`src/rtl/moore_serial_tx_pkg.sv`:
```
// Shared definitions for the moore_serial_tx serial transmitter.
// State encoding and fixed line levels used by the FSM and its output decode.
package moore_serial_tx_pkg;

   typedef enum logic [2:0] {
      S_IDLE   = 3'd0,
      S_START  = 3'd1,
      S_DATA   = 3'd2,
      S_PARITY = 3'd3,
      S_STOP   = 3'd4
   } state_t;

   localparam logic IDLE_LVL  = 1'b1;
   localparam logic START_LVL = 1'b0;
   localparam logic STOP_LVL  = 1'b1;

endpackage

```
`src/rtl/moore_bit_timer.sv`:
```
// Bit-period timer: counts 0..BIT_CYC-1, raises tick on the last cycle of
// each serial bit and wraps to 0. clr holds the count at 0 between frames.
module moore_bit_timer
   import moore_serial_tx_pkg::*;
#(
   parameter int BIT_CYC = 4
) (
   input  logic clk,
   input  logic rst,
   input  logic clr,
   output logic tick
);

   localparam int            CW   = $clog2(BIT_CYC) + 1;
   localparam logic [CW-1:0] LAST = CW'(BIT_CYC - 1);

   logic [CW-1:0] cnt;

   assign tick = (cnt == LAST);

   // Cycle counter, wrapping on every bit boundary.
   always_ff @(posedge clk or negedge rst) begin
      if (!rst)
         cnt <= '0;
      else if (clr || tick)
         cnt <= '0;
      else
         cnt <= cnt + 1'b1;
   end

endmodule

```
`src/rtl/moore_serial_tx.sv`:
```
// Moore serial transmitter: start(0), DATA_W data bits LSB first, optional
// even parity, stop(1); each bit held BIT_CYC clocks. qout is registered from
// state and datapath registers only, so it lags the state by one clock.
// Optional feature macro: MOORE_TX_PARITY_EN (adds the even-parity bit).
module moore_serial_tx
   import moore_serial_tx_pkg::*;
#(
   parameter int DATA_W  = 8,
   parameter int BIT_CYC = 4
) (
   input  logic              clk,
   input  logic              rst,
   input  logic [DATA_W-1:0] din,
   input  logic              din_valid,
   output logic              din_ready,
   output logic              qout,
   output logic              busy
);

   localparam int            BW    = $clog2(DATA_W) + 1;
   localparam logic [BW-1:0] LASTB = BW'(DATA_W - 1);

   state_t            state;
   logic [DATA_W-1:0] shreg;
   logic [BW-1:0]     bitcnt;
   logic              tick;
   logic              xfer;
`ifdef MOORE_TX_PARITY_EN
   logic              par;
`endif

   // Ready and busy are pure state decodes: no path from din_valid.
   assign din_ready = (state == S_IDLE);
   assign busy      = ~din_ready;
   assign xfer      = din_valid & din_ready;

   moore_bit_timer #(.BIT_CYC(BIT_CYC)) u_timer (
      .clk  (clk),
      .rst  (rst),
      .clr  (din_ready),
      .tick (tick)
   );

   // Frame sequencer: state, bit counter, shift register and latched parity.
   always_ff @(posedge clk or negedge rst) begin
      if (!rst) begin
         state  <= S_IDLE;
         shreg  <= '0;
         bitcnt <= '0;
`ifdef MOORE_TX_PARITY_EN
         par    <= 1'b0;
`endif
      end else begin
         case (state)
            S_IDLE: begin
               if (xfer) begin
                  shreg <= din;
`ifdef MOORE_TX_PARITY_EN
                  par   <= ^din;
`endif
                  state <= S_START;
               end
            end
            S_START: begin
               if (tick) state <= S_DATA;
            end
            S_DATA: begin
               if (tick) begin
                  shreg <= shreg >> 1;
                  if (bitcnt == LASTB) begin
                     bitcnt <= '0;
`ifdef MOORE_TX_PARITY_EN
                     state  <= S_PARITY;
`else
                     state  <= S_STOP;
`endif
                  end else begin
                     bitcnt <= bitcnt + 1'b1;
                  end
               end
            end
`ifdef MOORE_TX_PARITY_EN
            S_PARITY: begin
               if (tick) state <= S_STOP;
            end
`endif
            S_STOP: begin
               if (tick) state <= S_IDLE;
            end
            default: state <= S_IDLE;
         endcase
      end
   end

   // Registered line level decoded from the current state.
   always_ff @(posedge clk or negedge rst) begin
      if (!rst) begin
         qout <= IDLE_LVL;
      end else begin
         case (state)
            S_START:  qout <= START_LVL;
            S_DATA:   qout <= shreg[0];
`ifdef MOORE_TX_PARITY_EN
            S_PARITY: qout <= par;
`endif
            S_STOP:   qout <= STOP_LVL;
            default:  qout <= IDLE_LVL;
         endcase
      end
   end

endmodule

```
`config.mk`:
```
export PLATFORM = sky130hd
export DESIGN_NAME = moore_serial_tx
export DESIGN_NICKNAME = d
export VERILOG_FILES = /design/src/rtl/moore_serial_tx_pkg.sv /design/src/rtl/moore_bit_timer.sv /design/src/rtl/moore_serial_tx.sv
export SDC_FILE = /design/constraint.sdc
export NUM_CORES = 1
export LEC_CHECK = 0
export CAP_MARGIN = 20
export CORE_MARGIN = 2
export CORE_UTILIZATION = 52
export CTS_CLUSTER_SIZE = 40
export DETAILED_ROUTE_END_ITERATION = 16
export GPL_TIMING_DRIVEN = 0
export PLACE_DENSITY_LB_ADDON = 0.05
export SYNTH_ARGS = -nofsm -noshare
export SYNTH_HDL_FRONTEND = slang
export SYNTH_SLANG_ARGS = --single-unit
```
`constraint.sdc`:
```
create_clock -name clk -period 4 [get_ports clk]
set_input_delay 0.8 -clock clk [delete_from_list [all_inputs] [get_ports clk]]
set_output_delay 0.8 -clock clk [all_outputs]
set_load 0.05 [all_outputs]
```
==> run_results.csv, run 1 <==
group,metric,value,unit
clocking,cts_tree,"done",
setup_path,cp.required,3.20,ns
setup_path,cp_max_fo,8,
floorplanning,rows,15,
finish,mostFrequentLayoutCells,"dfrtp_1 (18), clkdlybuf4s50_1 (13), o22ai_1 (7), a2bb2oi_1 (7), inv_1 (5)",
power,total_power,0.000706,W
run_status,status,"finished, final reports clean",
timing,finalClockSkew,0.00766,ns
placement,dp.final_hpwl,1.08,mm
min_path,worstHoldPathType,"reg -> reg",
finish,drive_gt1_frac,0.158,
timing,period_needed,2.72,ns
setup_path,start_kind,"flip-flop",
setup_path,cp-end-kind,"output pin",
global_routing,grt_pass1_vias,595,
timing,tns,0,ns
yosys,yosysWarnings,0,
placement,globalplace.congestion,0.783,
yosys,synth_fp_nets,92,
timing,fin_hold_ws,0.448,ns
timing,hold_viol,0,
global_routing,met3_usage,0.0238,
timing,tightest_slew,0.860,ns
timing,post-route-period-util,0.681,
clocking,clockRootBuffer,"clkbuf_4",
timing,rsz0062_at_grt,"no",
floorplanning,io_pins,14,
setup_path,slowest_stage,"clkdlybuf4s50_1",
global_routing,antenna_found_initial,0,
clocking,clk_latency,0.29,ns
clocking,cts_hold_buf,0,
timing,fin_ws,1.28,ns
yosys,yosysSeqAreaShare,0.526,
timing,fmax,0.367,GHz
timing,final-setup-viol-count,0,
placement,placed_area,1060,µm²
finish,antenna_cells,0,
global_routing,grt_start_max_net_pins,20,
global_routing,grt_overflow,0,
yosys,synth.distinct_cells,35,
route,wl_per_cell,13.9,µm
route,routed_wl,1.56,mm
power,peakVddDrop,0.000275,V
route,vias,649,
setup_path,critPathKind,"reg -> out",
yosys,netlist_area,907,µm²
power,p_per_area,651,nW/µm²
timing,drv_slew,0,
finish,nets,110,
clocking,cts_sinks,19,
job,drv_cap,0,
global_routing,grtUsageMet1,0.249,
route,antenna_left,0,
global_routing,grt_busiest_layer,"met2",
floorplanning,core_area,1690,µm²
yosys,ys_seq_elements,19,
yosys,avgSynthCellArea,11.6,µm²
route,drt_iter0_drc,20,
finish,final_common_cell,"dfrtp_1",
setup_path,worstPathCellList,"nor3_2 -> clkdlybuf4s50_1",
setup_path,critical_path.max_stage_delay,0.85,ns
finish,finalInstanceArea,1080,µm²
placement,dpl_worst_slack,1.60,ns
floorplanning,die_h,45.8,µm
clocking,cts_setup_buffers,0,
clocking,cts_resized,0,
yosys,syn_inst,78,
placement,port_buffers,13,
clocking,cts_buffer_depth,2,
clocking,cts_max_level,1,
route,drc,0,
floorplanning,start_util,0.537,
route,drt_first_pass_iters,4,
global_routing,grt_use_met2,0.270,
finish,area_growth,19.6,%
setup_path,worst_ep_arrival_time,1.92,ns
clocking,clk_pin_slew,0.11,ns
yosys,synth_top_area_share,0.497,
global_routing,grt_usage,0.180,
power,p_leak,0.457,nW
clocking,cts_made_buffers,3,
floorplanning,dieArea,2090,µm²
yosys,yosysTopAreaCell,"dfrtp_1",
timing,slew-limit-headroom,0.425,
route,via_per_inst,5.79,
floorplanning,die_w,45.8,µm
yosys,yosys-top-cells-area,"dfrtp_1 (50%), a2bb2oi_1 (6.8%), o22ai_1 (4.8%)",
global_routing,grt_pass1_wl,2.63,mm
finish,fillers,146,
-- through the flow --
| step | instances | util |
|---|---|---|
| 4_1_cts | 112 | 0.642 |
| 3_5_place_dp | 108 | 0.627 |
| 5_1_grt | 112 | 0.642 |
| 3_3_place_gp | 108 | 0.627 |
| 6_report | 112 | 0.642 |
| 2_1_floorplan | 78 | - |
-- where the power goes --
group	internal, W	switching, W
Sequential	0.000264	0.0000331
Clock	0.0000387	0.0000570
Combinational	0.000143	0.000170
Total	0.000447	0.000260
-- kinds of logic (layout without fill, tap and decap cells) --
kind of cell    after synthesis  after routing  share of synthesized area
buf+inv                       9             26                     0.0524
compound gates               22             22                      0.188
mux                           3              3                     0.0400
fa+ha+maj                     3              3                     0.0414
xor+xnor                      1              1                    0.00966
simple gates                 21             21                      0.143
flops                        19             19                      0.526
-- Yosys cell counts (all sizes together) --
cell type	n
dfrtp	18
a2bb2oi	7
o22ai	7
inv	5
nor3	5
buf	4
ha	3
mux2	2
nand2	2
nand3	2
nor2	2
nor2b	2
o21ai	2
a21boi	1
a21oi	1
a31o	1
a31oi	1
and3	1
and4bb	1
dfstp	1
mux2i	1
nand2b	1
nand3b	1
nand4	1
nor4b	1
o21bai	1
o2bb2ai	1
or2	1
or3	1
xnor2	1
-- per-layer routing --
layer | part of all wire | wire length (µm)
met5 | 0 | 0
met1 | 0.53 | 825
met2 | 0.43 | 671
met4 | 0.012 | 18
met3 | 0.029 | 45
-- critical path: cells and delay by family, from the launching register on --
kind / cells / cell delay, ns
buffers and inverters: 1 / 0.85
DFF: 1 / 0.48
and+or+nand+nor: 1 / 0.30
-- path summary, 6_finish.rpt --
path	from	to	slack, ns	cells after the start
max in group asynchronous	rst	shreg[3]	2.48	1
min in group asynchronous	rst	u_timer.cnt[2]	0.99	1
worst min register to register	u_timer.cnt[0]	u_timer.cnt[0]	0.45	1
worst max register to register	u_timer.cnt[0]	bitcnt[3]	2.33	5
worst min-delay path	u_timer.cnt[0]	u_timer.cnt[0]	0.45	1
worst max-delay path	state[2]	din_ready	1.28	2
-- registers in the layout, summed over array words and instances (netlist names) --
register / count
shreg: 8
bitcnt: 4
state: 3
u_timer.cnt: 3
qout: 1
-- area by class of cell --
type | instances | area [µm²] | area share
Multi-Input combinational cell | 50 | 383 | 0.353
Sequential cell | 19 | 477 | 0.439
Tap cell | 17 | 21.3 | 0.0196
Buffer | 4 | 28.8 | 0.0265
Inverter | 5 | 18.8 | 0.0173
Timing Repair Buffer | 13 | 130 | 0.120
Clock buffer | 4 | 26.3 | 0.0242
(Power assumes the default switching activity.)
==> run 2: changes to the inputs <==
--- a/config.mk
+++ b/config.mk
@@ -7,7 +7,7 @@
 export LEC_CHECK = 0
 export CAP_MARGIN = 20
 export CORE_MARGIN = 2
-export CORE_UTILIZATION = 52
+export CORE_UTILIZATION = 46
 export CTS_CLUSTER_SIZE = 40
 export DETAILED_ROUTE_END_ITERATION = 16
 export GPL_TIMING_DRIVEN = 0
==> constraint.sdc (replaced) <==
create_clock -name clk -period 2.5 [get_ports clk]
set_input_delay 0.5 -clock clk [delete_from_list [all_inputs] [get_ports clk]]
set_output_delay 0.5 -clock clk [all_outputs]
set_load 0.05 [all_outputs]
==> run_results.csv, run 2 (synthesized netlist as in run 1, its figures left out) <==
group,metric,value,unit
finish,finalInstanceArea,1100,µm²
finish,drive_gt1_frac,0.158,
finish,reg.largest.list,"shreg (8), bitcnt (4)",
job,drv_cap,0,
finish,fillers,178,
placement,placed_area,1070,µm²
finish,utilization,0.578,
route,vias,638,
finish,final_common_cell,"dfrtp_1",
clocking,cts_sinks,19,
global_routing,grt_usage,0.153,
power,peakVddDrop,0.000539,V
timing,period_needed,2.36,ns
min_path,worstHoldPathType,"reg -> reg",
setup_path,slowest_stage,"clkdlybuf4s50_1",
route,drc,0,
setup_path,cp.required,2.00,ns
clocking,cts_hold_buf,0,
finish,largest-register,"shreg",
floorplanning,start_util,0.477,
timing,drv_slew,0,
floorplanning,die_h,48.4,µm
setup_path,worst_ep_arrival_time,1.86,ns
route,wl_per_cell,13.2,µm
setup_path,worstPathCellList,"nor3_2 -> inv_1 -> clkdlybuf4s50_1",
timing,rsz0062_at_grt,"no",
route,via_per_inst,5.23,
placement,port_buffers,13,
route,antenna_left,0,
timing,hold_viol,0,
timing,final-setup-viol-count,0,
clocking,cts_buffer_depth,2,
global_routing,grt_pass1_vias,616,
floorplanning,die_w,48.4,µm
setup_path,cp-end-kind,"output pin",
timing,post-route-period-util,0.942,
placement,globalplace.congestion,0.775,
route,drt_iter0_drc,5,
route,drt_first_pass_iters,2,
power,p_per_area,1030,nW/µm²
global_routing,grt_overflow,0,
timing,slew-limit-headroom,0.431,
setup_path,cp_max_fo,8,
clocking,cts_max_level,1,
timing,tns,0,ns
power,p_leak,0.471,nW
finish,area_growth,21.2,%
timing,finalClockSkew,0.000503,ns
clocking,clk_latency,0.29,ns
timing,tightest_slew,0.851,ns
finish,largest_reg_flops,8,
timing,fin_ws,0.145,ns
setup_path,critical_path.max_stage_delay,0.70,ns
clocking,cts_tree,"done",
floorplanning,io_pins,14,
finish,antenna_cells,0,
clocking,clk_pin_slew,0.10,ns
global_routing,antenna_found_initial,0,
clocking,clockRootBuffer,"clkbuf_4",
floorplanning,core_area,1900,µm²
timing,fmax,0.425,GHz
finish,mostFrequentLayoutCells,"dfrtp_1 (18), clkdlybuf4s50_1 (12), o22ai_1 (7), a2bb2oi_1 (7), inv_1 (5)",
floorplanning,dieArea,2340,µm²
setup_path,start_kind,"flip-flop",
finish,regArea,477,µm²
route,routed_wl,1.61,mm
global_routing,grt_pass1_wl,2.79,mm
finish,nets,110,
placement,dpl_worst_slack,0.403,ns
setup_path,critPathKind,"reg -> out",
placement,dp.final_hpwl,1.14,mm
clocking,cts_made_buffers,3,
floorplanning,rows,16,
run_status,status,"finished, final reports clean",
global_routing,grt_start_max_net_pins,20,
finish,multi_input_area,383,µm²
-- run 2: changes by cell type in the layout (fill, tap and decap cells not counted), sizes merged --
cell           previous run  this run
clkdlybuf4s50            13        12
dlymetal6s2s              0         1
-- run 2: metal layers --
| metal | up-vias | track usage | wire, µm |
|---|---|---|---|
| li1 | 326 | - | - |
| met1 | 300 | 0.229 | 846 |
| met2 | 8 | 0.213 | 693 |
| met3 | 4 | 0.0309 | 44 |
| met4 | 0 | 0.0714 | 24 |
| met5 | - | 0 | 0 |
-- run 2: layout make-up --
class	count	area share
plain buffers	4	0.0262
clock buffers	4	0.0239
inverters	5	0.0171
multi-input cells	50	0.348
flip-flops and latches	19	0.433
well taps	27	0.0307
repair buffers	13	0.121
-- run 2: what timing repair did --
item	CTS	global route
hold endpoints to repair	0	0
setup endpoints to repair	0	1
setup buffers	0	0
resized for setup	0	1
-- run 2: report_power, final --
group / total [W] / leakage (nW) / switching (W) / internal (W)
combinational: 0.000508 / 0.226 / 0.000278 / 0.000230
sequential: 0.000476 / 0.230 / 0.0000530 / 0.000423
clock: 0.000155 / 0.0150 / 0.0000924 / 0.0000621
total: 0.00114 / 0.471 / 0.000423 / 0.000715
-- run 2: path summary, 6_finish.rpt --
kind / start / end / slack [ns] / cells after the start
worst max register to register: u_timer.cnt[0] / bitcnt[3] / 0.82 / 5
min in group asynchronous: rst / u_timer.cnt[2] / 0.68 / 1
worst min-delay path: u_timer.cnt[0] / u_timer.cnt[0] / 0.45 / 1
worst max-delay path: state[2] / busy / 0.14 / 3
max in group asynchronous: rst / shreg[6] / 1.30 / 1
worst min register to register: u_timer.cnt[0] / u_timer.cnt[0] / 0.45 / 1
-- run 2: critical path, delay by kind of cell (launching register included) --
| family | cells | cell delay [ns] |
|---|---|---|
| simple gates | 1 | 0.29 |
| buf+inv | 2 | 0.78 |
| flops | 1 | 0.49 |
-- run 2: stage by stage --
step,hold slack [ns],instances,total power [W]
2_1_floorplan,0.204,78,0.000857
3_3_place_gp,0.428,118,0.000979
3_5_place_dp,0.434,118,0.000993
4_1_cts,0.449,122,0.00115
5_1_grt,0.468,122,0.00122
6_report,0.445,122,0.00114
==> run 3: changes to the inputs <==
--- a/config.mk
+++ b/config.mk
@@ -12,6 +12,7 @@
 export DETAILED_ROUTE_END_ITERATION = 16
 export GPL_TIMING_DRIVEN = 0
 export PLACE_DENSITY_LB_ADDON = 0.05
+export SLEW_MARGIN = 5
 export SYNTH_ARGS = -nofsm -noshare
 export SYNTH_HDL_FRONTEND = slang
 export SYNTH_SLANG_ARGS = --single-unit
==> results of run 3 <==
Final layout, timing and power as in run 2 (identical DEF).
